File: config.mk
export PLATFORM = sky130hd
export DESIGN_NAME = uart_tx16
export DESIGN_NICKNAME = d
export VERILOG_FILES = /design/src/rtl/uart_pkg.sv /design/src/rtl/uart_baud_tick.sv /design/src/rtl/uart_tx16.sv
export SDC_FILE = /design/constraint.sdc
export NUM_CORES = 1
export LEC_CHECK = 0
export ABC_CLOCK_PERIOD_IN_PS = 1800
export CORE_ASPECT_RATIO = 0.8
export CORE_MARGIN = 2
export CORE_UTILIZATION = 35
export DETAILED_ROUTE_END_ITERATION = 8
export GPL_TIMING_DRIVEN = 1
export PLACE_DENSITY = 0.53
export SETUP_SLACK_MARGIN = 0.05
export SYNTH_ARGS = -nofsm -noshare
export SYNTH_HDL_FRONTEND = slang
export SYNTH_SLANG_ARGS = --single-unit
File: constraint.sdc
create_clock -name clk -period 1.8 [get_ports clk]
set_input_delay 0.45 -clock clk [delete_from_list [all_inputs] [get_ports clk]]
set_output_delay 0.45 -clock clk [all_outputs]
set_load 0.03 [all_outputs]
File: src/rtl/uart_pkg.sv
// uart_pkg: shared UART state encoding and line constants for the tx and rx ends.
package uart_pkg;
    typedef enum logic [1:0] {IDLE, START, DATA, STOP} uart_state_t;
    localparam logic UART_IDLE_LEVEL = 1'b1;
    localparam int   UART_DATA_BITS  = 8;
endpackage

File: src/rtl/uart_baud_tick.sv
// uart_baud_tick: bit-period counter; tick pulses on the last cycle of each period, phase restarts while run is low.
module uart_baud_tick #(
    parameter int CLKS_PER_BIT = 217
) (
    input  logic clk,
    input  logic rst_n,
    input  logic run,
    output logic tick
);
    localparam int W = $clog2(CLKS_PER_BIT);
    logic [W-1:0] cnt;
    assign tick = run && cnt == W'(CLKS_PER_BIT - 1);
    always_ff @(posedge clk or negedge rst_n) begin
        if (!rst_n)
            cnt <= '0;
        else
            cnt <= (!run || tick) ? '0 : cnt + 1'b1;
    end
endmodule

File: src/rtl/uart_tx16.sv
// uart_tx16: sends a 16-bit word as two 8N1 frames, low byte first, LSB first.
// Define UART_TX_INVERT_EN to invert the tx pin after the output register.
module uart_tx16
    import uart_pkg::*;
#(
    parameter int CLKS_PER_BIT = 217
) (
    input  logic        clk,
    input  logic        rst_n,
    input  logic [15:0] in,
    input  logic        in_valid,
    output logic        in_ready,
    output logic        tx,
    output logic        busy
);
    uart_state_t state, state_n;
    logic [15:0] shift, shift_n;
    logic [2:0]  bit_cnt, bit_n;
    logic        byte_idx, byte_n;
    logic        line, line_n;
    logic        tick;

    uart_baud_tick #(.CLKS_PER_BIT(CLKS_PER_BIT)) u_tick (
        .clk  (clk),
        .rst_n(rst_n),
        .run  (state != IDLE),
        .tick (tick)
    );

    assign in_ready = state == IDLE;
    assign busy     = !in_ready;

    always_comb begin
        state_n = state;
        shift_n = shift;
        bit_n   = bit_cnt;
        byte_n  = byte_idx;
        case (state)
            IDLE: if (in_valid) begin
                state_n = START;
                shift_n = in;
                bit_n   = '0;
                byte_n  = 1'b0;
            end
            START: if (tick) state_n = DATA;
            DATA: if (tick) begin
                shift_n = shift >> 1;
                bit_n   = bit_cnt + 3'd1;
                state_n = bit_cnt == 3'(UART_DATA_BITS - 1) ? STOP : DATA;
            end
            STOP: if (tick) begin
                byte_n  = 1'b1;
                state_n = byte_idx ? IDLE : START;
            end
        endcase
        // line reflects the next state so tx moves on the deciding edge
        line_n = state_n == START ? 1'b0 : state_n == DATA ? shift_n[0] : UART_IDLE_LEVEL;
    end

    always_ff @(posedge clk or negedge rst_n) begin
        if (!rst_n) begin
            state    <= IDLE;
            shift    <= '0;
            bit_cnt  <= '0;
            byte_idx <= 1'b0;
            line     <= UART_IDLE_LEVEL;
        end else begin
            state    <= state_n;
            shift    <= shift_n;
            bit_cnt  <= bit_n;
            byte_idx <= byte_n;
            line     <= line_n;
        end
    end

`ifdef UART_TX_INVERT_EN
    assign tx = !line;
`else
    assign tx = line;
`endif
endmodule

### After elaboration in Yosys (flattened, before gate mapping)

Index checks and enable logic that the tools add are counted.

* register bits after elaboration: 31
* input bits: 19
* output and inout bits: 3
* word-level logic and storage cells: 48

* $add $sub $neg: 2
* eq/ne operators: 10
* mux-type cells: 19
* reductions and logical operators: 10

Operators by type and width (number)
* 16-bit 2-to-1 mux: 2
* 16-bit one-hot mux with 2 select lines: 1
* 8-bit by 1-bit adder with 8-bit output (second input constant): 1
* 8-bit equality test (second input constant): 1
* 2-bit 2-to-1 mux: 4
* 8-bit 2-to-1 mux: 1
* 2-bit one-hot mux with 4 select lines: 1
* 2-bit equality test (second input constant): 3
* 1-bit 2-to-1 mux: 6
* 3-bit 2-to-1 mux: 2
* 3-bit one-hot mux with 2 select lines: 1
* 3-bit AND reduction: 2
* 2-bit nonzero test: 3
* 2-bit by 1-bit equality test with 1-bit output (second input constant): 2
* 2-bit by 1-bit inequality test with 1-bit output (second input constant): 2
* 3-bit by 1-bit adder with 3-bit output (second input constant): 1
* 3-bit equality test (second input constant): 1
* 1-bit logical NOT: 2
* 2-bit logical NOT: 1
* 2-bit inequality test (second input constant): 1
* 1-bit one-hot mux with 2 select lines: 1
* 1-bit logical AND: 1
* 1-bit logical OR: 1

### Logic depth before layout (Yosys ltp)

* depth in word-level cells: 7
* depth in mapped cells: 9

### Cells and area by module

From an unflattened synthesis, not the netlist that was laid out.

* cells, all modules: 160
* area, all modules: 1672.9 um^2

Modules (own cells, without submodules)
* uart_tx16: instances 1, cells an instance 119, area each 1253.7 um^2, sequential area each 576.8 um^2
* uart_baud_tick: instances 1, cells an instance 41, area each 419.2 um^2, sequential area each 200.2 um^2

### Least setup slack after synthesis

Ideal clock, no wire load.

* path kind: reg2reg
* start point: register u_tick.cnt[0]
* end point: register shift[0]
* setup time: 0.125 ns
* arrival time: 1.498 ns
* required time: 1.675 ns
* path slack: 0.178 ns
* cell stages (with the launch flop): 9
* path buffers: 2
* clock period less this slack: 1.622 ns
* cells stage by stage: dfrtp_1 inv_1 ha_1 and4b_1 buf_6 and3_4 buf_6 a221oi_2 inv_1

* cells in the longest elaborated chain, start to end: 4

RTL lines
* start: declaration: RTL line uart_baud_tick.sv:11 `logic [W-1:0] cnt;`
* start signal: assignment: RTL line uart_baud_tick.sv:17 `cnt <= (!run || tick) ? '0 : cnt + 1'b1;`
* 8-bit equality test: RTL line uart_baud_tick.sv:12 `assign tick = run && cnt == W'(CLKS_PER_BIT - 1);`
* 1-bit logical AND: RTL line uart_baud_tick.sv:12
* 16-bit 2-to-1 mux: RTL line uart_tx16.sv:46 `DATA: if (tick) begin`
* 16-bit one-hot mux with 2 select lines: RTL line uart_tx16.sv:38 `case (state)`
* named net shift_n[0]: RTL line uart_tx16.sv:17 `logic [15:0] shift, shift_n;`
* end signal: assignment: RTL line uart_tx16.sv:69 `shift <= shift_n;`
* end: declaration: RTL line uart_tx16.sv:17

The timed path passes the listed nets, and every way through them passes these cells. The select of a mux whose other input is x is not followed.
A chain may end at the register's enable or synchronous reset.

### Worst setup path after layout

* start point: register state[0]
* end point: output busy

* cells in the longest elaborated chain, start to end: 2

RTL lines
* start: declaration: RTL line uart_tx16.sv:16 `uart_state_t state, state_n;`
* start signal: assignment: RTL line uart_tx16.sv:68 `state <= state_n;`
* 2-bit logical NOT: RTL line uart_tx16.sv:30 `assign in_ready = state == IDLE;`
* 1-bit logical NOT: RTL line uart_tx16.sv:31 `assign busy = !in_ready;`
* end: declaration: RTL line uart_tx16.sv:14 `output logic busy`

Every way passes these cells.

==> results.rst <==
.. list-table::
   :header-rows: 1

   * - Metric
     - Value
   * - Outcome
     - finished, final reports clean
   * - Vias in the first global route
     - 1118
   * - Input/output buffers
     - 21
   * - Per-instance average area after synthesis
     - 10.2 um^2
   * - Share of post-route cells with drive strength above 1
     - 19.6%
   * - Clock Skews
     - 0.00671 ns
   * - Synthesized instance count
     - 148
   * - Clock tree from TritonCTS
     - built
   * - Final max-slew violation count
     - 0
   * - Synthesis-to-layout area growth
     - 32.8%
   * - Remaining number of nets flagged by the antenna check after routing
     - 0
   * - CTS sink cnt
     - 31
   * - Max-capacitance violation count
     - 0
   * - Highest achievable clock rate
     - 584 MHz
   * - Cell Area, Synth
     - 1510 um^2
   * - TritonCTS buffer count
     - 5
   * - Path category of the worst min-delay check
     - input port to async pin
   * - Number of register bits inferred by synthesis
     - 31
   * - Total congestion overflow after global routing
     - 0
   * - Largest area contributor in the synthesized netlist
     - sky130_fd_sc_hd__dfrtp_1
   * - Worst r2r path cells
     - 8
   * - Nets@finish
     - 206
   * - Fin util
     - 48.3%
   * - Horizontal extent of the die
     - 77.4 um
   * - Switching Share
     - 26.9%
   * - Endpoint class of the critical path
     - output pin
   * - Number of flops mapped to enable cells by yosys
     - 0
   * - Wire length per cell
     - 13.1 um
   * - Summed negative setup slack over all endpoints
     - 0 ns
   * - Number of H-tree levels
     - 2
   * - Residual DRC
     - 0
   * - CTS Root Buffer Type
     - sky130_fd_sc_hd__clkbuf_8
   * - Period utilization
     - 95.2%
   * - Initial core utilization
     - 36.3%
   * - Proportion of synthesized chip area in sequential cells
     - 51.5%
   * - Worst Path Buf+Inv
     - 1
   * - Total I/O pin count
     - 22
   * - Final count of hold timing violations
     - 0
   * - Via count
     - 1193
   * - Diodes inserted
     - 0
   * - Peak ir drop on the vdd network
     - 0.532 mV
   * - Count of distinct cell types in the synthesized netlist
     - 37
   * - Global placement routability congestion
     - 0.762
   * - # hold bufs at CTS
     - 0
   * - Global router's overall resource usage
     - 13.4%
   * - Fraction of power consumed by the clock network
     - 35.8%
   * - Transition time at the pin with the least slew margin
     - 0.369 ns
   * - DRT Pass-1 Iters
     - 4
   * - Antenna violations before repair
     - 0
   * - Core region area
     - 4150 um^2
   * - Largest fanout of any net on the critical path
     - 3
   * - Fin crit period
     - 1.71 ns
   * - Endpoint of the worst register-to-register path
     - shift[1]
   * - Maximum number of pins on one net before global-route repair
     - 26
   * - Critical setup path kind
     - flop to output pin
   * - Height of the chip
     - 62.7 um
   * - Post-detailed-placement half-perimeter wirelength
     - 2.12 mm
   * - Clock buffer depth
     - 2
   * - Endpoint of the worst setup timing path
     - busy
   * - Clock slew at the register clock pins of the worst setup and hold paths
     - 0.07 ns
   * - Seq pwr share
     - 47.5%
   * - Power per cell area
     - 995 nW/um^2
   * - Count of routing violations after the opening detailed-route iteration
     - 111
   * - Yosys synthesis warning count
     - 0
   * - Cell type group with the largest total delay on the critical path
     - flip-flops
   * - Total of endpoints with negative setup slack in the final report
     - 0
   * - Routed WL
     - 3.16 mm
   * - Top FF cell, synth
     - sky130_fd_sc_hd__dfrtp_1
   * - Net switching component of the power
     - 0.536 mW
   * - Reported leakage power
     - 0.943 nW
   * - Proportion of power drawn by combinational gates
     - 16.6%
   * - Clock network latency to the later pin of the worst-skew pair
     - 0.28 ns
   * - Arr. time, crit path
     - 1.26 ns
   * - Wire length of the first global-routing pass
     - 5.09 mm
   * - Leading post-synthesis cells by cell area
     - sky130_fd_sc_hd__dfrtp_1 (50%), sky130_fd_sc_hd__nand2_1 (8.5%), sky130_fd_sc_hd__a22oi_1 (7.0%)
   * - Master of the slowest instance on the critical path
     - sky130_fd_sc_hd__dfrtp_1
   * - Stage delay of the slowest cell on the critical path
     - 0.37 ns
   * - Share of synthesized flip-flops with an asynchronous set or reset
     - 100%
   * - Placement Rows
     - 21
   * - Unrepaired setup endpoints after global routing
     - false
   * - Max_slew headroom
     - 75.3%
   * - Element type at the critical path start
     - flop
   * - Most common cell in the synthesized netlist
     - sky130_fd_sc_hd__nand2_1
   * - Critical Path Stages
     - 2
   * - Vias per Instance
     - 4.95
   * - Fillcell total
     - 422
   * - Worst-case register-to-register setup slack
     - 0.16 ns
   * - CP cell instances
     - or2_2, clkdlybuf4s15_2
   * - Mapped Nets
     - 171
   * - Fraction of synthesized cell area taken by the top area cell type
     - 49.8%
   * - Worst setup startpoint
     - state[0]
   * - WP data required
     - 1.35 ns
   * - Reg-to-reg startpoint
     - u_tick.cnt[1]
   * - Die Outline Area
     - 4860 um^2
   * - Leading cell types by count after synthesis
     - sky130_fd_sc_hd__nand2_1 (34), sky130_fd_sc_hd__dfrtp_1 (30), sky130_fd_sc_hd__a22oi_1 (14)
   * - Power Internal
     - 1.46 mW
==> what timing repair did <==
| item | 4_1_cts | 5_1_grt |
|---|---|---|
| setup endpoints to repair | 2 | 18 |
| pin swaps | 0 | 2 |
| gates resized for setup | 4 | 8 |
| setup buffers | 0 | 6 |
| gates cloned | 0 | 1 |
==> area by class of cell <==
cell class | count | area (um^2) | area share [%]
flip-flops and latches | 31 | 777 | 38.8
well taps | 57 | 71.3 | 3.56
repair buffers | 35 | 333 | 16.6
clock buffers | 6 | 82.6 | 4.12
multi-input cells | 103 | 679 | 33.9
clock inverters | 2 | 35.0 | 1.75
inverters | 7 | 26.3 | 1.31
==> power groups by stage <==
stage / logic (mW) / registers (mW) / clock network [mW]
2_1_floorplan: 0.219 / 0.926 / 0
5_1_grt: 0.390 / 0.971 / 0.768
3_5_place_dp: 0.306 / 0.959 / 0
6_report: 0.332 / 0.948 / 0.714
3_3_place_gp: 0.298 / 0.952 / 0
4_1_cts: 0.307 / 0.946 / 0.730
==> placed cells by master, fill, tap and decap left out, types with 3 or more instances in the layout <==
cell type                         synthesis  layout
sky130_fd_sc_hd__and3_1                   3       3
sky130_fd_sc_hd__ha_1                     4       3
sky130_fd_sc_hd__nand2_1                 34      34
sky130_fd_sc_hd__dfrtp_1                 30      30
sky130_fd_sc_hd__clkbuf_8                 0       6
sky130_fd_sc_hd__buf_4                    1      12
sky130_fd_sc_hd__nor2_1                   9       9
sky130_fd_sc_hd__o21ai_0                  3       3
sky130_fd_sc_hd__clkdlybuf4s50_1          0      18
sky130_fd_sc_hd__inv_1                    7       7
sky130_fd_sc_hd__and2_1                   4       4
sky130_fd_sc_hd__a22oi_1                 14      14
sky130_fd_sc_hd__xor2_1                   4       4
==> worst min path at each step <==
stage / from / end / slack [ns] / cells after the start
2_1_floorplan: rst_n / bit_cnt[0] / 0.15 / 0
3_3_place_gp: shift[4] / shift[4] / 0.46 / 2
3_5_place_dp: shift[8] / shift[8] / 0.46 / 2
4_1_cts: rst_n / shift[1] / 0.45 / 1
5_1_grt: rst_n / shift[1] / 0.46 / 1
6_report: rst_n / shift[1] / 0.45 / 1
==> sequential cells by signal (all words and copies together), names as in the netlist <==
name	cells
state	2
shift	16
u_tick.cnt	8
tx	1
byte_idx	1
bit_cnt	3
==> routing by layer <==
| metal | part of all wire [%] | up-vias | global-route usage, % | routed length (um) |
|---|---|---|---|---|
| li1 | - | 582 | - | - |
| met3 | 4.5 | 7 | 4.34 | 143 |
| met2 | 47 | 29 | 19.9 | 1470 |
| met1 | 48 | 575 | 18.3 | 1510 |
| met4 | 0.98 | 0 | 4.69 | 31 |
| met5 | 0 | - | 0 | 0 |
==> metrics by stage <==
stage / setup WS, ns / hold WS (ns) / cells / power (mW) / instance area [um^2]
after global placement: -0.00661 / 0.461 / 226 / 1.25 / 1790
after detailed placement: -0.0617 / 0.463 / 226 / 1.26 / 1790
final: 0.0865 / 0.447 / 241 / 1.99 / 2000
after floorplan: 0.178 / 0.154 / 148 / 1.15 / 1510
after CTS: 0.0501 / 0.451 / 234 / 1.98 / 1910
after global routing: 0.0466 / 0.460 / 241 / 2.13 / 2000
==> logic make-up (layout without fill, tap and decap cells) <==
| logic type | after synthesis | in the layout | synth area share, % |
|---|---|---|---|
| AOI/OAI and AO/OA | 28 | 28 | 14.1 |
| DFF | 31 | 31 | 51.5 |
| adders and majority gates | 4 | 4 | 3.32 |
| and+or+nand+nor | 63 | 64 | 20.7 |
| buffers and inverters | 15 | 50 | 6.14 |
| xor gates and xnor gates | 6 | 6 | 3.48 |
| muxes | 1 | 1 | 0.746 |
No activity file was read; power rests on OpenSTA's default activity.
